==> config.mk <==
export PLATFORM = sky130hd
export DESIGN_NAME = pixel_compositor
export DESIGN_NICKNAME = d
export VERILOG_FILES = /design/src/rtl/pixel_compositor.sv
export SDC_FILE = /design/constraint.sdc
export NUM_CORES = 1
export LEC_CHECK = 0
export ABC_AREA = 1
export BUFFER_PORTS_ARGS = -buffer_cell sky130_fd_sc_hd__buf_2
export CAP_MARGIN = 0
export CORE_MARGIN = 4
export CORE_UTILIZATION = 57
export CTS_BUF_LIST = sky130_fd_sc_hd__clkbuf_8
export DETAILED_ROUTE_END_ITERATION = 10
export PLACE_DENSITY = 0.92
export SLEW_MARGIN = 10
export SYNTH_ARGS = -nofsm -noshare
export SYNTH_HDL_FRONTEND = slang
export SYNTH_SLANG_ARGS = --single-unit
==> constraint.sdc <==
create_clock -name clk -period 2 [get_ports clk]
set_input_delay 0.1 -clock clk [delete_from_list [all_inputs] [get_ports clk]]
set_output_delay 0.1 -clock clk [all_outputs]
set_load 0.05 [all_outputs]
==> src/rtl/pixel_compositor.sv <==
`timescale 1ns/1ps
// pixel_compositor
// Two-stage pixel pipeline for a VGA sprite game. Stage 1 registers the scan
// position and every layer input; stage 2 picks the visible colour by layer
// priority and drives the DAC. In parallel, pacman overlaps with walls, ghosts
// and dots are OR-ed over the visible part of each frame and published as
// status flags at frame end, together with a saturating ghost-hit counter.

module pixel_compositor #(
    parameter logic [9:0]  H_LAST   = 10'd799,
    parameter logic [9:0]  V_LAST   = 10'd524,
    parameter logic [11:0] DOTCOLOR = 12'hFFF,
    parameter logic [11:0] BGCOLOR  = 12'h000
) (
    input  logic        clk,
    input  logic        rst_n,
    input  logic [9:0]  hCount,
    input  logic [9:0]  vCount,
    input  logic        bright,
    input  logic [11:0] wallRgb,
    input  logic [11:0] pacRgb,
    input  logic [11:0] ghostRgb,
    input  logic        wallFill,
    input  logic        pacFill,
    input  logic        ghostFill,
    input  logic        dotFill,
    input  logic        clearHits,
    output logic [11:0] rgb,
    output logic        collWall,
    output logic        collGhost,
    output logic        dotEaten,
    output logic        frameDone,
    output logic [7:0]  ghostHits
);

    // Everything the pipeline needs to know about one pixel.
    typedef struct packed {
        logic [9:0]  h;
        logic [9:0]  v;
        logic        bright;
        logic [11:0] wall_rgb;
        logic [11:0] pac_rgb;
        logic [11:0] ghost_rgb;
        logic        wall;
        logic        pac;
        logic        ghost;
        logic        dot;
    } layer_t;

    // One flag per kind of pacman overlap.
    typedef struct packed {
        logic wall;
        logic ghost;
        logic dot;
    } coll_t;

    layer_t      s1_d;
    layer_t      s1_q;
    logic        s1_valid_q;

    logic [11:0] colour_d;
    logic [11:0] rgb_q;

    coll_t       hit;
    logic        frame_end;

    coll_t       acc_d;
    coll_t       acc_q;
    coll_t       status_d;
    coll_t       status_q;
    logic        frame_done_d;
    logic        frame_done_q;
    logic [7:0]  hits_d;
    logic [7:0]  hits_q;

    // Pack the raw per-pixel inputs into the stage-1 word.
    always_comb begin
        // NOTE: every always_comb output gets a full default first, so no path
        // through the block can leave it unassigned and infer a latch.
        s1_d           = '0;
        s1_d.h         = hCount;
        s1_d.v         = vCount;
        s1_d.bright    = bright;
        s1_d.wall_rgb  = wallRgb;
        s1_d.pac_rgb   = pacRgb;
        s1_d.ghost_rgb = ghostRgb;
        s1_d.wall      = wallFill;
        s1_d.pac       = pacFill;
        s1_d.ghost     = ghostFill;
        s1_d.dot       = dotFill;
    end

    // Stage 1: capture the pixel; valid marks that real input has been sampled.
    always_ff @(posedge clk or negedge rst_n) begin
        if (!rst_n) begin
            // NOTE: the data pipeline is reset too, so right after release the
            // colour and collision logic see a blank pixel instead of X.
            s1_q       <= '0;
            s1_valid_q <= 1'b0;
        end else begin
            // NOTE: non-blocking assignments make every register sample the
            // pre-edge values, so stage order in the source does not matter.
            s1_q       <= s1_d;
            s1_valid_q <= 1'b1;
        end
    end

    // Layer priority: blanking, ghost, pacman, wall, dot, background.
    always_comb begin
        colour_d = BGCOLOR;
        if (!s1_q.bright) begin
            colour_d = BGCOLOR;
        end else if (s1_q.ghost) begin
            colour_d = s1_q.ghost_rgb;
        end else if (s1_q.pac) begin
            colour_d = s1_q.pac_rgb;
        end else if (s1_q.wall) begin
            colour_d = s1_q.wall_rgb;
        end else if (s1_q.dot) begin
            colour_d = DOTCOLOR;
        end
    end

    // Stage 2: registered colour to the DAC.
    always_ff @(posedge clk or negedge rst_n) begin
        if (!rst_n) begin
            rgb_q <= 12'h000;
        end else begin
            rgb_q <= colour_d;
        end
    end

    // Per-pixel overlaps (visible region only) and frame-end detection. A frame
    // end directly after another is ignored so frameDone never lasts two
    // cycles; that pixel then simply accumulates into the new frame.
    always_comb begin
        hit       = '0;
        hit.wall  = s1_q.bright & s1_q.pac & s1_q.wall;
        hit.ghost = s1_q.bright & s1_q.pac & s1_q.ghost;
        hit.dot   = s1_q.bright & s1_q.pac & s1_q.dot;
        frame_end = s1_valid_q && (s1_q.h == H_LAST) && (s1_q.v == V_LAST)
                    && !frame_done_q;
    end

    // Next-state for accumulators, published status, frame pulse and hit count.
    always_comb begin
        acc_d        = acc_q | hit;
        status_d     = status_q;
        frame_done_d = 1'b0;
        hits_d       = hits_q;
        if (frame_end) begin
            status_d     = acc_q | hit;
            acc_d        = '0;
            frame_done_d = 1'b1;
            if (status_d.ghost && (hits_q != 8'hFF)) begin
                hits_d = hits_q + 8'd1;
            end
        end
        // A clear always wins over a coincident increment.
        if (clearHits) begin
            hits_d = 8'h00;
        end
    end

    // Collision state registers.
    always_ff @(posedge clk or negedge rst_n) begin
        if (!rst_n) begin
            acc_q        <= '0;
            status_q     <= '0;
            frame_done_q <= 1'b0;
            hits_q       <= 8'h00;
        end else begin
            acc_q        <= acc_d;
            status_q     <= status_d;
            frame_done_q <= frame_done_d;
            hits_q       <= hits_d;
        end
    end

    assign rgb       = rgb_q;
    assign collWall  = status_q.wall;
    assign collGhost = status_q.ghost;
    assign dotEaten  = status_q.dot;
    assign frameDone = frame_done_q;
    assign ghostHits = hits_q;

endmodule

==> results_dict.tcl, run 1 <==
set metrics [dict create \
    status "finished clean" \
    syn_area_um2 3090 \
    syn_inst 274 \
    synthTopCellsByCount "dfrtp_1 (89), nand2_1 (58), o21ai_0 (27)" \
    synth.top_cell.area_share 0.720 \
    vias 2677 \
    synth_cell_types 25 \
    min_path_type "primary input to register" \
    coreArea_um2 5170 \
    cp_max_fo 14 \
    layout_setup_ws_ps 357 \
    post-place-ws_ps 536 \
    tns_ps 0 \
    cts_buffers 9 \
    slew_headroom 0.632 \
    rsz0062_at_grt "false" \
    hold_violations 0 \
    final_layout_size_suffix_gt1_frac 0.259 \
    wl_met1_mm 3.47 \
    arrival_ps 1930 \
    cp_cell_sequence "nand2_1 > o21ai_2 > nand4_4 > nand2_4 > nand2_1 > nand2_1" \
    clkLatencyLatePin_ps 360 \
    finalSetupViolCount 0 \
    worstPathRequired_ps 2290 \
    routed-wl-met3_um 725 \
    cap_violations 0 \
    final_cells 508 \
    synth_area_leader_cell "dfrtp_1" \
    slew_viol_final 0 \
    drt_iter0_drc 305 \
    cts_htree_levels 3 \
    wl_met2_mm 4.89 \
    clock-root-buffer "clkbuf_8" \
    overflow 0 \
    cts_tree "done" \
    die_h_um 81.7 \
    fin_crit_ps 1640 \
    vias_per_cell 5.27 \
    synth_edf_count 0 \
    grt_first_pass_wirelength_mm 14.6 \
    wl_mm 9.39 \
    synth-async-reset-ratio 1.00 \
    tightest_slew_ps 551 \
    cp_common_cell "nand2_1" \
    antenna_found_initial 2 \
    fillCellCount 214 \
    leakagePower_nw 2.28 \
    cellPowerDensity_nw_per_um2 855 \
    ys_top_cells_by_area "dfrtp_1 (72%), nand2_1 (7.0%), o21ai_0 (4.4%)" \
    final_net_count 496 \
    critPathSlowestCell "dfrtp_1" \
    fin_crit_sh 0.821 \
    grt_usage 0.310 \
    rows 26 \
    routed.top_layer "met4" \
    yosys_warnings 0 \
    dp_hpwl_mm 4.75 \
    clockBufferDepth 2 \
    io_buffers 87 \
    grt_pass1_vias 2769 \
    critPathMaxStageDelay_ps 600 \
    design.die.area_um2 6670 \
    cp-start-kind "register" \
    cp-end-kind "register" \
    yosysSeqAreaShare 0.720 \
    postRouteAntennaNets 0 \
    ys.flop_type "dfrtp_1" \
    path_clk_slew_ps 100 \
    first_pass_iters 6 \
    start_util 0.598 \
    gp_congestion 0.799 \
    irDropWorstVdd_v 0.000628 \
    path_buf_inv 0 \
    drc_errors 0 \
    synth_most_common_cell "dfrtp_1" \
    clock-sinks 89 \
    max_freq_mhz 609 \
    crit_family "simple AND/OR/NAND/NOR gates" \
    synth.avg_cell_area_um2 11.3 \
    cts.repair.resized 0 \
    synth_nets 339 \
    wl_per_cell_um 18.5 \
    chipWidth_um 81.7 \
    ys_seq_elements 89 \
    placed_cells 428 \
    worstSetupPathType "register to register" \
    fin_worst_skew_ps 17.9 \
    pin_count 88 \
    multiInputGateArea_um2 747 \
    syn2layout_area_growth_pct 45.2 \
    seq_area_um2 2230 \
    grt_max_degree 47 \
]
## placed cells by master (no fill, tap or decap), types with 9 or more instances in the layout
cell           Yosys  routed
inv_1             23      25
dfrtp_1           89      89
a21oi_1           13      13
nor2_1            21      21
buf_2              3      86
nand3_1           12      12
dlygate4sd3_1      0      62
clkbuf_8           0       9
o21ai_0           27      27
nand2_1           58      58
## metal layers
metal	track usage	vias up
li1	-	1189
met1	0.396	1281
met2	0.512	178
met3	0.0614	29
met4	0.151	0
met5	0	-
## worst reg2reg max path, delay by kind of cell (launching register included)
| family | cells | cell delay [ps] |
|---|---|---|
| AND/OR/NAND/NOR | 5 | 740 |
| flip-flops | 1 | 600 |
| AO/OA/AOI/OAI | 1 | 240 |
## per-stage QoR
stage	hold slack (ps)	util	instance area [um^2]	total power, W
finish	145	0.869	4490	0.00384
global route	179	0.869	4490	0.00397
CTS	130	0.868	4490	0.00378
detailed placement	122	0.702	3630	0.00229
global placement	109	0.702	3630	0.00228
floorplan	-196	-	3090	0.00213
## timing repair
action | in CTS | in global routing
setup buffers | 0 | 0
hold buffers | 62 | 0
endpoints found under the hold margin | 104 | 0
## path summary, 6_finish.rpt
check	from	to	slack, ps	cells past startpoint
max reg2reg	s1_q[40]	ghostHits[4]	360	6
min	clearHits	ghostHits[3]	140	4
min reg2reg	collWall	collWall	500	2
max	s1_q[40]	ghostHits[4]	360	6
max in group asynchronous	rst_n	s1_q[30]	1090	3
min in group asynchronous	rst_n	s1_q[40]	270	2
## kinds of logic (layout without fill, tap and decap cells)
family	Yosys count	after routing	synth area share
AOI/OAI and AO/OA	44	44	0.0752
xor gates and xnor gates	3	3	0.00849
adders and majority gates	1	1	0.00404
buffers and inverters	31	193	0.0388
DFF	89	89	0.720
other	1	3	0.00121
and+or+nand+nor	105	105	0.152
## layout make-up
class,count,area share
antenna,2,0.00111
clock buffer,9,0.0276
clock inverter,7,0.0248
inverter,24,0.0201
multi-input combinational,154,0.166
sequential,89,0.496
tap,70,0.0195
timing repair buffer,153,0.245
## sequential cells by signal (all words and copies together), names as in the netlist
name and flops:
collGhost 1, collWall 1, s1_q 61, s1_valid_q 1, acc_q 3, dotEaten 1, ghostHits 8, frameDone 1
rgb 12
## report_power, final
| group | switching (W) | leakage (nW) | internal (W) |
|---|---|---|---|
| logic | 0.000263 | 1.09 | 0.000183 |
| clock network | 0.000644 | 0.126 | 0.000822 |
| registers | 0.0000447 | 1.07 | 0.00189 |
Power figures use the tool's default switching activity.
==> run 2: changes to the inputs <==
--- a/config.mk
+++ b/config.mk
@@ -9,10 +9,10 @@
 export BUFFER_PORTS_ARGS = -buffer_cell sky130_fd_sc_hd__buf_2
 export CAP_MARGIN = 0
 export CORE_MARGIN = 4
-export CORE_UTILIZATION = 57
+export CORE_UTILIZATION = 48
 export CTS_BUF_LIST = sky130_fd_sc_hd__clkbuf_8
 export DETAILED_ROUTE_END_ITERATION = 10
-export PLACE_DENSITY = 0.92
+export PLACE_DENSITY = 0.83
 export SLEW_MARGIN = 10
 export SYNTH_ARGS = -nofsm -noshare
 export SYNTH_HDL_FRONTEND = slang
==> constraint.sdc (replaced) <==
create_clock -name clk -period 1.4 [get_ports clk]
set_input_delay 0.07 -clock clk [delete_from_list [all_inputs] [get_ports clk]]
set_output_delay 0.07 -clock clk [all_outputs]
set_load 0.05 [all_outputs]
==> results_dict.tcl, run 2 (synthesis results as in run 1) <==
set metrics [dict create \
    cap_violations 0 \
    grt_max_degree 36 \
    timing.hold.ws_ps 108 \
    slew_viol_final 0 \
    arrival_ps 1670 \
    wl_per_cell_um 16.3 \
    antenna_found_initial 1 \
    fillCellCount 367 \
    leakagePower_nw 2.29 \
    first_pass_iters 4 \
    irDropWorstVdd_v 0.00103 \
    cp-start-kind "register" \
    clock-root-buffer "clkbuf_8" \
    fin_worst_skew_ps 10.3 \
    rsz0062_at_grt "true" \
    vias 2513 \
    max_freq_mhz 725 \
    largest_register "s1_q" \
    dp_hpwl_mm 4.62 \
    drc_errors 0 \
    status "finished clean" \
    io_buffers 87 \
    postRouteAntennaNets 0 \
    final_net_count 499 \
    chipWidth_um 88.3 \
    clock-sinks 89 \
    design.die.area_um2 7800 \
    start_util 0.508 \
    overflow 0 \
    tns_ps 0 \
    grt_pass1_vias 2705 \
    final_cell_mix "buf_2 (86), dfrtp_1 (82), dlygate4sd3_1 (62)" \
    final_cells 515 \
    gp_congestion 0.800 \
    cts_buffers 9 \
    finalSetupViolCount 0 \
    wl_mm 8.42 \
    cts_tree "done" \
    drt_iter0_drc 166 \
    largest_reg_flops 61 \
    clkLatencyLatePin_ps 350 \
    placed_cells 435 \
    hold_violations 0 \
    fin_crit_sh 0.985 \
    cellPowerDensity_nw_per_um2 1180 \
    coreArea_um2 6100 \
    worstSetupPathType "register to register" \
    final_layout_size_suffix_gt1_frac 0.323 \
    vias_per_cell 4.88 \
    die_h_um 88.3 \
    seq_area_um2 2240 \
    fin_crit_ps 1380 \
    clockBufferDepth 2 \
    cp-end-kind "register" \
    min_path_type "primary input to register" \
    rows 28 \
    path_clk_slew_ps 90 \
    cp_max_fo 8 \
    multiInputGateArea_um2 816 \
    cts_htree_levels 3 \
    layout_commonest_cell "buf_2" \
    syn2layout_area_growth_pct 48.8 \
    pin_count 88 \
    grt_first_pass_wirelength_mm 13.4 \
    worstPathRequired_ps 1690 \
    grt_usage 0.233 \
]
-- run 2: area by class of cell --
type,count,share of cell area
Clock buffer,11,0.0329
Inverter,24,0.0196
Clock inverter,5,0.0185
Tap cell,75,0.0204
Multi-Input combinational cell,155,0.177
Antenna cell,1,0.000544
Sequential cell,89,0.486
Timing Repair Buffer,155,0.245
-- run 2: what timing repair did --
item / 4_1_cts / 5_1_grt
endpoints found under the setup margin: 0 / 11
hold buffers: 62 / 0
gates resized for setup: 0 / 17
buffers inserted: 0 / 0
endpoints found under the hold margin: 150 / 0
-- run 2: final timing paths --
kind / from / to / slack (ps) / cells after the start
worst min register to register: collGhost / collGhost / 520 / 2
worst max-delay path: s1_q[49] / ghostHits[5] / 20 / 9
max in group asynchronous: rst_n / ghostHits[0] / 740 / 3
worst min-delay path: clearHits / ghostHits[5] / 110 / 4
min in group asynchronous: rst_n / s1_q[29] / 170 / 2
worst max register to register: s1_q[49] / ghostHits[5] / 20 / 9
-- run 2: layer usage --
metal | vias to the layer above | part of all wire | global-route usage
li1 | 1195 | - | -
met3 | 20 | 0.064 | 0.0717
met5 | - | 0 | 0
met1 | 1208 | 0.38 | 0.272
met2 | 90 | 0.53 | 0.404
met4 | 0 | 0.026 | 0.0879
-- run 2: power breakdown --
group,switching (W),internal [W]
clock network,0.000916,0.00111
logic,0.000372,0.000271
registers,0.0000551,0.00270
-- run 2: stage by stage --
step                       util  area, um^2  total power, W  setup slack [ps]
after floorplan               -        3110         0.00304             -13.3
final                     0.755        4600         0.00542              21.0
after global routing      0.755        4600         0.00564             -89.2
after CTS                 0.745        4540         0.00539              40.6
after detailed placement  0.605        3690         0.00328              65.9
after global placement    0.605        3690         0.00326               113
-- run 2: critical path, stage by stage (launching register included) --
cell     delay [ps]
dfrtp_1         380
inv_1           100
nand2_2          60
nor2_2          110
nand2_2          70
nor2_4          160
nand4_4         140
nand2_4         170
nand2_1          80
nand2_1          50
